File: config.mk
export PLATFORM = sky130hd
export DESIGN_NAME = uart_cmd_arbiter
export DESIGN_NICKNAME = d
export VERILOG_FILES = /design/src/rtl/uart_cmd_arbiter.sv
export SDC_FILE = /design/constraint.sdc
export NUM_CORES = 1
export LEC_CHECK = 0
export ABC_AREA = 0
export CORE_ASPECT_RATIO = 0.8
export CORE_MARGIN = 2
export CORE_UTILIZATION = 25
export CTS_CLUSTER_SIZE = 8
export DETAILED_ROUTE_END_ITERATION = 8
export GPL_TIMING_DRIVEN = 0
export PLACE_DENSITY_LB_ADDON = 0.05
export SETUP_SLACK_MARGIN = 0.05
export SLEW_MARGIN = 0
export SYNTH_ARGS = -nofsm -noshare
export SYNTH_HDL_FRONTEND = slang
export SYNTH_SLANG_ARGS = --single-unit
File: constraint.sdc
create_clock -name clk -period 2.1 [get_ports clk]
set_clock_uncertainty 0.15 [all_clocks]
set_input_delay 0.21 -clock clk [delete_from_list [all_inputs] [get_ports clk]]
set_output_delay 0.21 -clock clk [all_outputs]
set_load 0.01 [all_outputs]
File: src/rtl/uart_cmd_arbiter.sv
// Round-robin arbiter sharing one UART command engine among N_REQ register-access requesters.
// Latency: grant one cycle after IDLE samples req_vld; response one cycle after the UART returns idle.
// Backpressure: requesters hold req_vld/req_cmd until req_rdy; one transaction in flight at a time.
// Optional build macro UART_ARB_TIMEOUT_EN compiles in the per-transaction timeout counter.
module uart_cmd_arbiter #(
    parameter int N_REQ      = 4,
    parameter int CMD_WIDTH  = 16,
    parameter int READ_WIDTH = 8,
    parameter int TIMEOUT    = 60000
) (
    input  logic                          clk,
    input  logic                          rst_n,
    input  logic [N_REQ-1:0]              req_vld,
    input  logic [N_REQ*CMD_WIDTH-1:0]    req_cmd,
    output logic [N_REQ-1:0]              req_rdy,
    output logic [N_REQ-1:0]              rsp_vld,
    output logic [READ_WIDTH-1:0]         rsp_data,
    output logic                          rsp_err,
    output logic                          busy,
    output logic [$clog2(N_REQ)-1:0]      gnt_id,
    output logic [CMD_WIDTH-1:0]          u_cmd_in,
    output logic                          u_cmd_vld,
    input  logic                          u_cmd_rdy,
    input  logic                          u_read_rdy,
    input  logic [READ_WIDTH-1:0]         u_read_data
);

    localparam int IDW = $clog2(N_REQ);

    typedef enum logic [1:0] {
        S_IDLE  = 2'd0,
        S_ISSUE = 2'd1,
        S_WAIT  = 2'd2,
        S_RESP  = 2'd3
    } state_t;

    state_t                state;
    logic [IDW-1:0]        rr_ptr;
    logic                  is_write;
    logic                  got;
    logic [READ_WIDTH-1:0] rd_buf;

    logic                  pick_vld;
    logic [IDW-1:0]        pick_idx;
    logic [IDW-1:0]        nxt_ptr;
    logic [CMD_WIDTH-1:0]  pick_cmd;
    logic [N_REQ-1:0]      pick_oh;
    logic [N_REQ-1:0]      gnt_oh;
    logic                  tmo_hit;

    // Round-robin pick: first valid requester at or after rr_ptr, wrapping.
    // Walking the offsets downwards lets the smallest offset overwrite the rest.
    always_comb begin
        int j;
        pick_vld = 1'b0;
        pick_idx = '0;
        j        = 0;
        for (int k = N_REQ - 1; k >= 0; k--) begin
            j = int'(rr_ptr) + k;
            if (j >= N_REQ) begin
                j = j - N_REQ;
            end
            if (req_vld[j]) begin
                pick_vld = 1'b1;
                pick_idx = IDW'(j);
            end
        end
    end

    // Command of the picked requester, its one-hot, and the pointer that follows it.
    always_comb begin
        pick_cmd = req_cmd[int'(pick_idx)*CMD_WIDTH +: CMD_WIDTH];
        pick_oh  = {{(N_REQ-1){1'b0}}, 1'b1} << pick_idx;
        gnt_oh   = {{(N_REQ-1){1'b0}}, 1'b1} << gnt_id;
        if (int'(pick_idx) == N_REQ - 1) begin
            nxt_ptr = '0;
        end else begin
            nxt_ptr = pick_idx + IDW'(1);
        end
    end

`ifdef UART_ARB_TIMEOUT_EN
    logic [15:0] tmo_cnt;

    // Transaction age: held at zero in IDLE so it starts from zero on entry to ISSUE.
    always_ff @(posedge clk or negedge rst_n) begin
        if (!rst_n) begin
            tmo_cnt <= '0;
        end else if (state == S_IDLE) begin
            tmo_cnt <= '0;
        end else if (state == S_ISSUE || state == S_WAIT) begin
            tmo_cnt <= tmo_cnt + 16'd1;
        end
    end

    assign tmo_hit = (state == S_ISSUE || state == S_WAIT) &&
                     (tmo_cnt == 16'(TIMEOUT - 1));
`else
    // Without the counter the engine waits for the UART indefinitely.
    assign tmo_hit = 1'b0;
`endif

    // Transaction FSM; every output is registered here.
    always_ff @(posedge clk or negedge rst_n) begin
        if (!rst_n) begin
            state     <= S_IDLE;
            rr_ptr    <= '0;
            is_write  <= 1'b0;
            got       <= 1'b0;
            rd_buf    <= '0;
            req_rdy   <= '0;
            rsp_vld   <= '0;
            rsp_data  <= '0;
            rsp_err   <= 1'b0;
            busy      <= 1'b0;
            gnt_id    <= '0;
            u_cmd_in  <= '0;
            u_cmd_vld <= 1'b0;
        end else begin
            req_rdy <= '0;
            rsp_vld <= '0;
            case (state)
                S_IDLE: begin
                    if (pick_vld) begin
                        gnt_id    <= pick_idx;
                        u_cmd_in  <= pick_cmd;
                        is_write  <= pick_cmd[CMD_WIDTH-1];
                        req_rdy   <= pick_oh;
                        u_cmd_vld <= 1'b1;
                        busy      <= 1'b1;
                        rr_ptr    <= nxt_ptr;
                        got       <= 1'b0;
                        rd_buf    <= '0;
                        state     <= S_ISSUE;
                    end
                end
                S_ISSUE: begin
                    // The UART going busy is acceptance, not completion, so a
                    // timeout in the same cycle still takes effect.
                    if (tmo_hit) begin
                        u_cmd_vld <= 1'b0;
                        rsp_vld   <= gnt_oh;
                        rsp_data  <= '0;
                        rsp_err   <= 1'b1;
                        state     <= S_RESP;
                    end else if (!u_cmd_rdy) begin
                        u_cmd_vld <= 1'b0;
                        state     <= S_WAIT;
                    end
                end
                S_WAIT: begin
                    if (!is_write && u_read_rdy) begin
                        rd_buf <= u_read_data;
                        got    <= 1'b1;
                    end
                    // Completion beats a coincident timeout.
                    if (u_cmd_rdy) begin
                        rsp_vld <= gnt_oh;
                        if (is_write) begin
                            rsp_data <= '0;
                            rsp_err  <= 1'b0;
                        end else if (u_read_rdy) begin
                            rsp_data <= u_read_data;
                            rsp_err  <= 1'b0;
                        end else begin
                            rsp_data <= got ? rd_buf : '0;
                            rsp_err  <= !got;
                        end
                        state <= S_RESP;
                    end else if (tmo_hit) begin
                        rsp_vld  <= gnt_oh;
                        rsp_data <= '0;
                        rsp_err  <= 1'b1;
                        state    <= S_RESP;
                    end
                end
                S_RESP: begin
                    // rsp_vld was pulsed on entry; clear the payload behind it.
                    rsp_data <= '0;
                    rsp_err  <= 1'b0;
                    busy     <= 1'b0;
                    state    <= S_IDLE;
                end
                default: begin
                    state <= S_IDLE;
                end
            endcase
        end
    end

endmodule

==> reports/metrics.cfg <==
[die]
row_count=34
core_sq_um=10800
die_w_um=121
initial_core_util_pct=25.4
io_pins=117
die_area_sq_um=11800
die_y_um=97.6

[setup_path]
cp.arrival_ns=2.07
crit_chain=buf_6 > nand2b_1 > a21o_1 > and3_1 > buf_6 > inv_12 > clkbuf_16 > mux2i_4 > a211oi_2
slowest_delay_ns=0.37
critPathMaxFanout=7
crit_type=flop to flop
reg2reg_depth=9
cpMostUsedCell=buf_6
crit_required_ns=2.12
worstSetupStartpointType=flop
end_kind=flop
critPathSlowestCell=dfrtp_1

[global_route]
grt_pass1_vias=2584
grt_pass1_wl_mm=14.0
grt_max_degree=28
gr-total-overflow=0
antenna_found_initial=0
grt_use_total_pct=15.4

[clock_network]
path_clk_slew_ns=0.07
insertion_delay_ns=0.29
cts_tree=yes
cts.path.max_buffers=2
cts_num_sinks=50
cts_max_level=2
root_buffer=clkbuf_16
cts_made_buffers=5

[power]
comb_power_share_pct=55.6
swShare_pct=38.4
seqPwrFrac_pct=27.8
p_int_w=0.00352
power_leakage_nw=1.89
powerDensity_nw_per_um2=1210
vdd_drop_max_mv=0.545
p_switching_w=0.00220
power.share.clock_pct=16.6

[synth]
yosys_warnings=0
synth.mux.area_fraction_pct=7.40
synth_top_family_by_area=compound AO/OA/AOI/OAI gates
synth_area_leader_cell=dfrtp_1
yosys.area_share.simple_pct=17.8
synth_compound_area_share_pct=19.7
syn_nets=377
synthTopCellsByArea=dfrtp_1, nand2_1, mux2i_1
synth_top_area_share_pct=45.7
avgSynthCellArea_sq_um=9.44
syn_inst=290
synth-xor-area-share_pct=0
async_flop_share_pct=100
ys_seq_elements=50
ys_types=36
synth_edf_count=0
synth_flop_cell=dfrtp_1
synthAdderAreaFrac_pct=3.20
synth_seq_area_share_pct=45.7
syn_area_sq_um=2740

[timing]
worst-slew-pin-transition_ns=0.599
relSlewSlack_pct=59.2
hold_viol_final=0
fmax_mhz=487
fin_crit_ns=2.05
hold_slack_ns=0.303
rsz0062_at_grt=yes
setup_viol=0
drv_slew=0
finalCritPeriodShare_pct=97.8
setup_slack_ns=0.0471

[detailed_routing]
drtIter0Drc=111
route.detailed.drc=0
dr_total_vias=2701
wirelength_mm=9.26
wire_per_inst_um=16.2
antenna_left=0
drtPass1Iterations=4
vias_per_cell=4.72

[finish]
final_cell_mix=clkdlybuf4s50_1, nand2_1, dfrtp_1, a211oi_2, nor2_1
stdcell_area_sq_um=4740
diodes=0
layoutNonFillerInstCount=572
final_common_cell=clkdlybuf4s50_1
nets=514
area_growth_pct=73.0
post-route-util_pct=44.0
drive_above_1_share_pct=22.7

[place]
place_inst=551
dp_hpwl_mm=6.67
gp_congestion=0.752
numPortBuffers=116
place_ws_ns=-0.593
postPlaceCellArea_sq_um=4100

[status]
status=complete, no violations

[min_path]
min-delay-path-class=input port to async pin

[run]
drv_cap=0

repair_timing:
action	in CTS	in global routing
endpoints found under the setup margin	37	37
gates cloned	0	1
hold buffers	1	0
resized for setup	19	50
endpoints found under the hold margin	23	0
pin swaps	2	9
buffers inserted	5	9
cell type report:
class                           instances  area (sq um)
Timing Repair Buffer                  133          1330
Sequential cell                        50          1250
Multi-Input combinational cell        212          1620
Clock buffer                            5           125
Fill cell                            1068          6020
Inverter                                9          46.3
Clock inverter                          3          45.0
Tap cell                              144           180
Buffer                                 16           140
synthesized netlist by cell type, types with 4 or more instances:
| library cell | number |
|---|---|
| nor3_1 | 19 |
| mux2i_1 | 18 |
| o21ai_0 | 22 |
| nor2_1 | 25 |
| a211oi_1 | 23 |
| a22oi_1 | 7 |
| a211oi_2 | 9 |
| ha_1 | 7 |
| nand2_1 | 53 |
| clkbuf_1 | 9 |
| inv_1 | 8 |
| dfrtp_1 | 50 |
| buf_2 | 4 |
| a21oi_1 | 6 |
through the flow:
step	total power (W)	setup TNS, ns
6_report	0.00571	0
5_1_grt	0.00615	-0.0115
4_1_cts	0.00534	0
3_5_place_dp	0.00424	-12.77
3_3_place_gp	0.00420	-68.52
2_1_floorplan	0.00309	0
logic make-up (layout without fill, tap and decap cells):
group	count (synthesis)	count (layout)
and+or+nand+nor	111	111
DFF	50	50
adders and majority gates	7	7
buffers and inverters	28	166
muxes	20	20
AOI/OAI and AO/OA	74	74
worst paths after layout:
| path | startpoint | endpoint | slack (ns) |
|---|---|---|---|
| max reg2reg | rr_ptr[1] | u_cmd_in[13] | 0.05 |
| min reg2reg | rsp_data[7] | rsp_data[7] | 0.33 |
| min | rst_n | rsp_data[6] | 0.30 |
| min in group clk | rsp_data[7] | rsp_data[7] | 0.33 |
| max in group asynchronous | rst_n | u_cmd_in[8] | 0.94 |
| max | rr_ptr[1] | u_cmd_in[13] | 0.05 |
metal layers:
metal | vias to the layer above | track usage [%] | wire length, um
met5 | - | 0 | 0
met4 | 0 | 5.01 | 201
met3 | 14 | 3.35 | 518
met2 | 74 | 23.5 | 4250
met1 | 1310 | 21.5 | 4290
li1 | 1303 | - | -
sequential cells by signal (all words and copies together), names as in the netlist:
| register | count |
|---|---|
| rsp_err | 1 |
| u_cmd_in | 16 |
| u_cmd_vld | 1 |
| gnt_id | 2 |
| rr_ptr | 2 |
| busy | 1 |
| got | 1 |
| rsp_data | 8 |
| req_rdy | 4 |
| state | 2 |
| rsp_vld | 4 |
| rd_buf | 8 |
power groups by stage:
stage	Combinational [W]	Sequential, W	Clock (W)
5_1_grt	0.00347	0.00165	0.00103
3_5_place_dp	0.00263	0.00161	0
6_report	0.00317	0.00159	0.000948
4_1_cts	0.00276	0.00160	0.000988
2_1_floorplan	0.00141	0.00168	0
3_3_place_gp	0.00260	0.00160	0
critical path: cells and delay by family (launching register included):
kind	cells	cell delay, ns
multiplexers	1	0.23
buffers and inverters	4	0.54
AND/OR/NAND/NOR	2	0.35
flip-flops	1	0.37
AO/OA/AOI/OAI	2	0.28
Note: power is estimated with default switching activity, not from simulation.
